===== src/rtl/fifo_pkg.sv =====
// Shared types and helpers for the async FIFO read/write controllers.
package fifo_pkg;

    typedef enum logic {IDLE, GRANT} state_t;

    // Width of an index into n items; never narrower than one bit.
    function automatic int idx_width(input int n);
        return (n > 1) ? $clog2(n) : 1;
    endfunction

    function automatic logic [31:0] bin2gray(input logic [31:0] b);
        return (b >> 1) ^ b;
    endfunction

    function automatic logic [31:0] gray2bin(input logic [31:0] g);
        logic [31:0] b;
        b = g;
        for (int unsigned s = 1; s < 32; s = s << 1)
            b = b ^ (b >> s);
        return b;
    endfunction

endpackage


===== src/rtl/rr_pick.sv =====
// Combinational round-robin picker: first set bit after 'last', wrapping modulo N.
module rr_pick #(
    parameter int N = 4,
    parameter int W = 2
) (
    input  logic [N-1:0] req,
    input  logic [W-1:0] last,
    output logic         found,
    output logic [W-1:0] idx
);

    always_comb begin
        int unsigned j;
        j     = 0;
        found = 1'b0;
        idx   = '0;
        for (int unsigned i = 1; i <= N; i++) begin
            j = (32'(last) + i) % N;
            if (!found && req[j]) begin
                found = 1'b1;
                idx   = W'(j);
            end
        end
    end

endmodule


===== src/rtl/fifo_wr_arb.sv =====
// Async FIFO write-side controller: round-robin burst arbiter, write pointer
// (binary and Gray) and registered full flag in the wclk domain.
module fifo_wr_arb
    import fifo_pkg::*;
#(
    parameter  int ASIZE = 4,
    parameter  int DSIZE = 8,
    parameter  int NREQ  = 4,
    parameter  int BURST = 4,
    localparam int GW    = idx_width(NREQ)
) (
    input  logic                  wclk,
    input  logic                  wrst,
    input  logic [NREQ-1:0]       req_valid,
    input  logic [NREQ*DSIZE-1:0] req_data,
    output logic [NREQ-1:0]       req_ready,
    input  logic [ASIZE:0]        wq2_rptr,
    output logic [ASIZE:0]        wptr,
    output logic [ASIZE-1:0]      waddr,
    output logic [DSIZE-1:0]      wdata,
    output logic                  wen,
    output logic                  wfull,
    output logic [GW-1:0]         grant_id,
    output logic                  busy
);

    localparam int CW = idx_width(BURST);

    state_t          state, state_n;
    logic [GW-1:0]   owner, owner_n;
    logic [GW-1:0]   last, last_n;
    logic [CW-1:0]   cnt, cnt_n;
    logic [ASIZE:0]  wbin, wbinnext, wgraynext;
    logic            full_next;
    logic            found;
    logic [GW-1:0]   pick;
    logic            own_valid;

    rr_pick #(.N(NREQ), .W(GW)) u_pick (
        .req   (req_valid),
        .last  (last),
        .found (found),
        .idx   (pick)
    );

    always_comb begin
        state_n   = state;
        owner_n   = owner;
        last_n    = last;
        cnt_n     = cnt;
        wen       = 1'b0;
        req_ready = '0;
        own_valid = req_valid[owner];
        wdata     = '0;
        for (int unsigned i = 0; i < NREQ; i++)
            if (owner == GW'(i))
                wdata = req_data[i*DSIZE +: DSIZE];

        unique case (state)
            IDLE: begin
                if (found && !wfull) begin
                    owner_n = pick;
                    last_n  = pick;
                    cnt_n   = '0;
                    state_n = GRANT;
                end
            end
            GRANT: begin
                if (own_valid && !wfull) begin
                    wen              = 1'b1;
                    req_ready[owner] = 1'b1;
                    if (cnt == CW'(BURST - 1)) begin
                        cnt_n   = '0;
                        state_n = IDLE;
                    end else begin
                        cnt_n = cnt + 1'b1;
                    end
                end else if (!own_valid) begin
                    state_n = IDLE;
                end
            end
            default: state_n = IDLE;
        endcase
    end

    // Full when the next Gray write pointer laps the synchronized read pointer.
    assign wbinnext  = wbin + {{ASIZE{1'b0}}, wen};
    assign wgraynext = (ASIZE+1)'(bin2gray(32'(wbinnext)));
    assign full_next = (wgraynext == {~wq2_rptr[ASIZE:ASIZE-1], wq2_rptr[ASIZE-2:0]});

    always_ff @(posedge wclk or posedge wrst) begin
        if (wrst) begin
            state <= IDLE;
            owner <= '0;
            last  <= GW'(NREQ - 1);
            cnt   <= '0;
            wbin  <= '0;
            wptr  <= '0;
            wfull <= 1'b0;
        end else begin
            state <= state_n;
            owner <= owner_n;
            last  <= last_n;
            cnt   <= cnt_n;
            wbin  <= wbinnext;
            wptr  <= wgraynext;
            wfull <= full_next;
        end
    end

    assign waddr    = wbin[ASIZE-1:0];
    assign grant_id = owner;
    assign busy     = (state == GRANT);

endmodule


===== config.mk =====
export PLATFORM = sky130hd
export DESIGN_NAME = fifo_wr_arb
export DESIGN_NICKNAME = d
export VERILOG_FILES = /design/src/rtl/fifo_pkg.sv /design/src/rtl/rr_pick.sv /design/src/rtl/fifo_wr_arb.sv
export SDC_FILE = /design/constraint.sdc
export NUM_CORES = 1
export LEC_CHECK = 0
export ABC_AREA = 1
export CORE_MARGIN = 2
export CORE_UTILIZATION = 41
export CTS_CLUSTER_DIAMETER = 40
export DETAILED_ROUTE_END_ITERATION = 8
export GPL_TIMING_DRIVEN = 0
export HOLD_SLACK_MARGIN = 0.08
export PLACE_DENSITY_LB_ADDON = 0.12
export SYNTH_ARGS = -nofsm -noshare
export SYNTH_HDL_FRONTEND = slang
export SYNTH_SLANG_ARGS = --single-unit

===== constraint.sdc =====
create_clock -name wclk -period 3 [get_ports wclk]
set_clock_uncertainty 0.05 [all_clocks]
set_input_delay 0.75 -clock wclk [delete_from_list [all_inputs] [get_ports wclk]]
set_output_delay 0.75 -clock wclk [all_outputs]
set_load 0.03 [all_outputs]

Yosys cells after proc, flatten, opt, wreduce, memory -nomap -nowiden

Cells that the tools add are included.

Input port bits: 43
Register bits: 18

Magnitude comparators: 6
Multiplexer cells: 37
Add/subtract/negate cells: 6
Bitwise operators: 3
Reduce and logical (&&, ||, !) cells: 13
Eq/ne operators: 7

Operators by type and width:

| operator            | number |
|---|---|
| $mux 8              | 4 |
| $mux 1              | 16 |
| $lt 2x3->1 const B  | 5 |
| $mux 2              | 7 |
| $bmux 1 s2          | 5 |
| $mux 4              | 2 |
| $add 2x1->2 const B | 3 |
| $eq 2x2->1 const B  | 3 |
| $logic_and 1x1->1   | 6 |
| $add 5x1->5         | 1 |
| $eq 5x5->1          | 1 |
| $xor 4x5->5         | 1 |
| $add 2x2->2 const B | 2 |
| $logic_not 1->1     | 4 |
| $pmux 2 s2          | 1 |
| $reduce_and 2->1    | 2 |
| $demux 1 s2         | 1 |
| $eq 2x1->1 const B  | 1 |
| $ge 2x1->1 const B  | 1 |
| $logic_not 2->1     | 1 |
| $ne 2x1->1 const B  | 1 |
| $ne 2x2->1 const B  | 1 |
| $not 2->2           | 1 |
| $pmux 1 s2          | 1 |
| $not 1->1           | 1 |

Depth between registers and ports, before layout

Gate-level depths: netlist of the first run.

Word-level depth: 16
Gate-level depth with buffers: 20
Depth with buffers taken out: 20

Modules after synthesis

Synthesis of the first run repeated with hierarchy kept, for this count alone.

Cells, all modules: 210
Area, all modules: 1413.9 sq um

Modules (own cells, without submodules):

| module      | cells each | instances | seq. area each (sq um) | area an instance (sq um) |
|---|---|---|---|---|
| fifo_wr_arb | 161        | 1         | 427.9                  | 1123.6 |
| rr_pick     | 49         | 1         | 0.0                    | 290.3 |

Worst setup path after synthesis of the first run

No wires, ideal clock.

Kind: reg-to-output
Start point: register owner[0], in the netlist grant_id[0]
End point: output port req_ready[0]
Data required time: 2.200 ns
Data arrival time: 1.884 ns
Stages on the path, launching flop included: 7
Path slack: 0.316 ns
Cell sequence: dfrtp_1 buf_6 nor2_2 a21oi_2 nand3_2 nand3b_4 nor3_1

Longest elaborated chain between the ends: 6

RTL lines:

| what                                                                  | RTL line           | text |
|---|---|---|
| start: declaration                                                    | fifo_wr_arb.sv:30  | `logic [GW-1:0] owner, owner_n;` |
| start signal: assignment                                              | fifo_wr_arb.sv:102 | `owner <= owner_n;` |
| $lt 2x3->1 (not written as such) / $ge 2x1->1 (equally long branches) | fifo_wr_arb.sv:71  | `req_ready[owner] = 1'b1;` |
| $logic_and 1x1->1 (not written as such)                               | fifo_wr_arb.sv:71  |  |
| $mux 1 (not written as such)                                          | fifo_wr_arb.sv:71  |  |
| $demux 1 s2                                                           | fifo_wr_arb.sv:71  |  |
| $mux 4 *                                                              | fifo_wr_arb.sv:69  | `if (own_valid && !wfull) begin` |
| $mux 4 *                                                              | fifo_wr_arb.sv:59  | `unique case (state)` |
| end: declaration                                                      | fifo_wr_arb.sv:16  | `output logic [NREQ-1:0] req_ready,` |

Every way passes the cells marked *; elsewhere a longest branch is shown, timed or not. The select of a mux whose other input is x is not followed.

Worst setup path in the final report of the first run

Start point: input port req_valid[1]
End point: output port req_ready[0]

Longest elaborated chain between the ends: 5

RTL lines:

| what                         | RTL line          | text |
|---|---|---|
| start: declaration           | fifo_wr_arb.sv:14 | `input logic [NREQ-1:0] req_valid,` |
| $bmux 1 s2                   | fifo_wr_arb.sv:53 | `own_valid = req_valid[owner];` |
| $mux 1 (not written as such) | fifo_wr_arb.sv:53 |  |
| $logic_and 1x1->1            | fifo_wr_arb.sv:69 |  |
| $mux 4                       | fifo_wr_arb.sv:69 |  |
| $mux 4                       | fifo_wr_arb.sv:59 |  |

No other way between the ends. The select of a mux whose other input is x is not followed.

==> results.sh, run 1 <==
export IMPL_cts_tree="done"
export IMPL_fin_ws_ns=0.122
export IMPL_irDropWorstVdd_mv=0.583
export IMPL_ys_seq_area_share_pct=29.7
export IMPL_routabilityCongestion=0.835
export IMPL_placement_io_buffers=68
export IMPL_fmax_ghz=0.347
export IMPL_clk_root_buffer_cell="clkbuf_4"
export IMPL_antenna_violations_before_repair=0
export IMPL_timing_worst_setup_path_type="in -> out"
export IMPL_fin_nets=322
export IMPL_finalHoldViolations=0
export IMPL_ant_nets=0
export IMPL_total_chip_power_mw=2.63
export IMPL_grt_first_pass_wirelength_um=6270
export IMPL_final_min_period_over_clock_period_pct=95.9
export IMPL_timing_final_max_slew_violations=0
export IMPL_route_detailed_drc=0
export IMPL_outcome="complete, no violations"
export IMPL_die_area_um2=4000
export IMPL_post_synth_main_area_contributors="dfrtp_1 (26%), nand2_1 (19%), nand2_2 (7.0%)"
export IMPL_global_route_usage_total_pct=19.3
export IMPL_end_kind="primary output"
export IMPL_critical_path_required_ns=2.20
export IMPL_holdCritPathClass="reg -> reg"
export IMPL_cts_root_to_sink_buffers=2
export IMPL_post_route_util_pct=65.7
export IMPL_cts_buffers_inserted=3
export IMPL_synth_avg_cell_area_um2=7.12
export IMPL_synth_area_um2=1440
export IMPL_detailedRoute_firstPassIterationCount=4
export IMPL_path_clk_slew_ns=0.10
export IMPL_initial_drc_count=71
export IMPL_post_synth_num_cell_types=34
export IMPL_timing_max_slew_rel_slack_pct=59.2
export IMPL_total_leakage_power_nw=1.10
export IMPL_coreArea_um2=3360
export IMPL_nets_in_the_synthesized_netlist=248
export IMPL_die_h_um=63.2
export IMPL_arrival_ns=2.08
export IMPL_first_global_vias=1458
export IMPL_drive_above_1_share_pct=19.6
export IMPL_crit_path_max_fanout=7
export IMPL_routed_via_count=1558
export IMPL_area_delta_synth_final_pct=53.5
export IMPL_cts_hold_repair_buffers=0
export IMPL_grt_start_max_net_pins=18
export IMPL_netlist_top_cell_by_area="dfrtp_1"
export IMPL_startpoint_type="primary input"
export IMPL_grt_overflow_total=0
export IMPL_avgRoutedWirePerCell_um=11.5
export IMPL_clock_tree_htree_level_count=1
export IMPL_dp_hpwl_um=2990
export IMPL_setup_viol=0
export IMPL_rsz0062_at_grt="yes"
export IMPL_post_drt_via_cell_ratio=4.85
export IMPL_synth_seq_cells=17
export IMPL_clkLatencyLatePin_ns=0.29
export IMPL_pwr_density_cell_nw_per_um2=1190
export IMPL_wl_um=3690
export IMPL_fp_row_count=21
export IMPL_maxCapViolCount=0
export IMPL_synth_cells=202
export IMPL_pre_cts_ws_ns=-0.426
export IMPL_synthesis_yosys_warnings=0
export IMPL_diodes=0
export IMPL_die_width_um=63.2
export IMPL_shortest_period_the_worst_path_allows_ns=2.88
export IMPL_starting_utilization_of_the_core_area_pct=42.8
export IMPL_synthDominantCellAreaShare_pct=26.1
export IMPL_ios=69
export IMPL_timing_worst_slew_pin_value_ns=0.612
export IMPL_cts_sinks=17
metrics by stage:
step	cells	TNS (ns)	hold slack, ns	instance area, µm²
global placement	316	-1.95	0.448	2180
finish	321	0	0.484	2210
detailed placement	316	-2.04	0.474	2180
CTS	320	0	0.496	2200
global route	321	-0.103	0.525	2210
floorplan	202	0	0.425	1440
synthesized netlist by cell type (all sizes together):
cell    instances
nor3b           1
a21oi           4
inv            22
nor3            2
dfrtp          15
buf             3
nand3          20
nand4           7
nand2          93
o21ai           3
a21boi          1
xor2            4
dfstp           2
clkbuf          1
a221oi          3
xnor2           3
ha              3
clkinv          1
nor2           13
nand3b          1
timing repair:
item / in CTS / in global routing
gates resized for setup: 20 / 14
endpoints found under the setup margin: 8 / 8
buffers inserted: 0 / 1
cell families (layout without fill, tap and decap cells):
family	Yosys count	after routing	share of synthesized area (%)
simple gates	137	137	48.2
buf+inv	27	100	9.13
flops	17	17	29.7
compound gates	11	11	5.04
xor+xnor	7	7	5.30
fa+ha+maj	3	3	2.61
layout by cell type (no fill, tap or decap), types with 2 or more instances in the layout:
master / instances
a21oi_1: 3
a221oi_1: 3
buf_2: 4
buf_4: 3
buf_6: 2
clkbuf_4: 3
clkdlybuf4s50_1: 60
dfrtp_1: 15
dfstp_2: 2
dlymetal6s2s_1: 2
ha_1: 2
inv_1: 17
inv_2: 2
inv_4: 2
nand2_1: 74
nand2_2: 16
nand2_4: 3
nand3_1: 16
nand3_2: 4
nand4_1: 7
nor2_1: 10
nor2_4: 2
o21ai_0: 2
xnor2_2: 2
xor2_1: 3
power breakdown:
part | total (mW) | leakage (nW) | internal, mW | switching, mW
sequential | 0.460 | 0.203 | 0.357 | 0.103
combinational | 2.05 | 0.883 | 0.798 | 1.25
clock | 0.120 | 0.0150 | 0.0517 | 0.0686
total | 2.63 | 1.10 | 1.21 | 1.42
path summary, 6_finish.rpt:
| path | start | endpoint | slack (ns) | cells past startpoint |
|---|---|---|---|---|
| setup / recovery | req_valid[1] | req_ready[0] | 0.12 | 8 |
| hold / removal | cnt[1]$_DFFE_PP0P_ | cnt[1]$_DFFE_PP0P_ | 0.48 | 2 |
| setup reg to reg | grant_id[1]$_DFFE_PP0P_ | wfull$_DFF_PP0_ | 0.38 | 15 |
| hold reg to reg | cnt[1]$_DFFE_PP0P_ | cnt[1]$_DFFE_PP0P_ | 0.48 | 2 |
| max in group asynchronous | wrst | wptr[3]$_DFF_PP0_ | 1.73 | 2 |
| min in group asynchronous | wrst | cnt[1]$_DFFE_PP0P_ | 0.77 | 2 |
layer usage:
metal	share of wire, %	up-vias	wire [µm]	track usage [%]
met5	0	-	0	0
met3	7.1	2	261	3.93
met4	0.57	0	21	6.52
met2	50	54	1840	34.6
met1	43	710	1570	22.9
li1	-	792	-	-
flip-flops by register name, indices dropped and copies added (netlist names):
name      cells
busy          1
cnt           2
grant_id      2
last          2
wbin          5
wfull         1
wptr          4
worst max-delay path, cell delays in order:
cell and delay (ns):
clkdlybuf4s50_1 0.51, inv_1 0.07, nor2_1 0.12, a21oi_2 0.05, nand3_2 0.10, nand3b_4 0.12, nor3_1 0.16, buf_4 0.19
cell type report:
cell class                 count  area (µm²)
multi-input combinational    158         895
tap                           46        57.6
buffer                         4        35.0
inverter                      23        97.6
timing repair buffer          69         669
fill                         326        1150
clock buffer                   4        26.3
sequential                    17         428
Power figures use the tool's default switching activity.
==> inputs of run 2 (changes only) <==
- CORE_MARGIN: 2 -> 10
- CORE_UTILIZATION: 41 -> 30
- clock period: 3 -> 3.2 ns (I/O delays scaled with it)
==> results.sh, run 2 (same netlist as run 1, synthesis figures left out) <==
export IMPL_outcome="complete, no violations"
export IMPL_avgRoutedWirePerCell_um=12.8
export IMPL_count_of_placed_standard_cells_including_taps=324
export IMPL_stdcell_count=328
export IMPL_die_h_um=89.3
export IMPL_finalSetupTns_ns=0
export IMPL_timing_worst_setup_path_type="in -> out"
export IMPL_clk_root_buffer_cell="clkbuf_8"
export IMPL_cts_sinks=17
export IMPL_post_cts_repair_setup_buffers=0
export IMPL_wl_um=4210
export IMPL_timing_max_slew_rel_slack_pct=56.4
export IMPL_startpoint_type="primary input"
export IMPL_finalHoldViolations=0
export IMPL_irDropWorstVdd_mv=0.584
export IMPL_max_flop_register="wbin"
export IMPL_coreArea_um2=4690
export IMPL_reg_largest_list="wbin x5, wptr x4"
export IMPL_routabilityCongestion=0.789
export IMPL_pwr_density_cell_nw_per_um2=1120
export IMPL_first_global_vias=1455
export IMPL_post_drt_via_cell_ratio=4.55
export IMPL_fmax_ghz=0.319
export IMPL_drive_above_1_share_pct=19.7
export IMPL_setup_viol=0
export IMPL_ios=69
export IMPL_routed_via_count=1492
export IMPL_clock_tree_htree_level_count=1
export IMPL_cts_root_to_sink_buffers=2
export IMPL_critical_path_cell_chain="clkdlybuf4s50_1 > inv_1 > nor2_2 > a21oi_2 > nand3_2 > nand3b_4 > nor3_1 > buf_2"
export IMPL_route_detailed_drc=0
export IMPL_timing_final_max_slew_violations=0
export IMPL_critical_path_required_ns=2.35
export IMPL_grt_first_pass_wirelength_um=6740
export IMPL_timing_worst_slew_pin_value_ns=0.653
export IMPL_worst_r2r_startpoint="grant_id[1]$_DFFE_PP0P_"
export IMPL_die_width_um=89.3
export IMPL_fin_nets=321
export IMPL_fp_row_count=25
export IMPL_cts_buffers_inserted=3
export IMPL_crit_path_max_fanout=8
export IMPL_maxCapViolCount=0
export IMPL_mostFrequentLayoutCells="nand2_1 (74), clkdlybuf4s50_1 (63), inv_1 (17)"
export IMPL_cp_startpoint="req_valid[1]"
export IMPL_largest_register_ffs=5
export IMPL_shortest_period_the_worst_path_allows_ns=3.13
export IMPL_dp_hpwl_um=3440
export IMPL_path_clk_slew_ns=0.07
export IMPL_total_leakage_power_nw=1.08
export IMPL_global_route_usage_total_pct=10.4
export IMPL_grt_overflow_total=0
export IMPL_rsz0062_at_grt="yes"
export IMPL_highest_delay_cell_along_the_critical_path="clkdlybuf4s50_1"
export IMPL_detailedRoute_firstPassIterationCount=4
export IMPL_final_min_period_over_clock_period_pct=97.9
export IMPL_grt_start_max_net_pins=18
export IMPL_area_delta_synth_final_pct=53.9
export IMPL_die_area_um2=7970
export IMPL_final_hold_worst_slack_ns=0.469
export IMPL_holdCritPathClass="reg -> reg"
export IMPL_mostFrequentLayoutCell="nand2_1"
export IMPL_arrival_ns=2.28
export IMPL_timing_hold_worst_start="cnt[1]$_DFFE_PP0P_"
export IMPL_diodes=0
export IMPL_initial_drc_count=73
export IMPL_critical_path_max_stage_delay_ns=0.53
export IMPL_placement_io_buffers=68
export IMPL_starting_utilization_of_the_core_area_pct=30.7
export IMPL_cts_tree="done"
export IMPL_clkLatencyLatePin_ns=0.24
export IMPL_end_kind="primary output"
export IMPL_ant_nets=0
export IMPL_antenna_violations_before_repair=0
## run 2: worst max-delay path: cells and delay by family
kind	cells	cell delay (ns)
buffers and inverters	3	0.86
AND/OR/NAND/NOR	4	0.58
AO/OA/AOI/OAI	1	0.04
## run 2: metal layers
metal / vias to the layer above / global-route usage (%) / routed length (µm)
met2: 56 / 15.9 / 1650
met1: 643 / 13.5 / 2000
li1: 789 / - / -
met3: 4 / 4.10 / 516
met5: - / 0 / 0
met4: 0 / 2.17 / 39
## run 2: layout make-up
class                           count  area (µm²)
Tap cell                           54        67.6
Timing Repair Buffer               68         656
Buffer                              4        35.0
Clock inverter                      1        5.00
Clock buffer                        3        41.3
Sequential cell                    17         428
Multi-Input combinational cell    158         885
Fill cell                         468        2480
Inverter                           23        97.6
## run 2: power breakdown
| group | internal [mW] | total, mW | switching, mW |
|---|---|---|---|
| Combinational | 0.734 | 1.90 | 1.17 |
| Sequential | 0.336 | 0.428 | 0.0921 |
| Clock | 0.0861 | 0.158 | 0.0716 |
| Total | 1.16 | 2.49 | 1.33 |
## run 2: metrics by stage
step	instance area, µm²	setup slack [ns]	utilization (%)	power [mW]
4_1_cts	2240	-0.0568	47.7	2.53
3_3_place_gp	2190	-0.449	46.6	2.37
3_5_place_dp	2190	-0.416	46.6	2.37
2_1_floorplan	1440	0.466	-	1.76
5_1_grt	2210	-0.0204	47.2	2.73
6_report	2210	0.0683	47.2	2.49
## run 2: path summary, 6_finish.rpt
check	end	slack, ns	depth (start not counted)
max	req_ready[0]	0.07	8
min	cnt[1]$_DFFE_PP0P_	0.47	2
max reg2reg	wfull$_DFF_PP0_	0.56	13
min reg2reg	cnt[1]$_DFFE_PP0P_	0.47	2
max in group asynchronous	wptr[2]$_DFF_PP0_	1.79	2
min in group asynchronous	cnt[0]$_DFFE_PP0P_	0.89	2
## run 2: what timing repair did
item                                   4_1_cts  5_1_grt
pin swaps                                    0        0
hold buffers                                 0        0
setup endpoints to repair                    5        8
gates resized for setup                     13       13
endpoints found under the hold margin        0        0
cloned                                       0        0
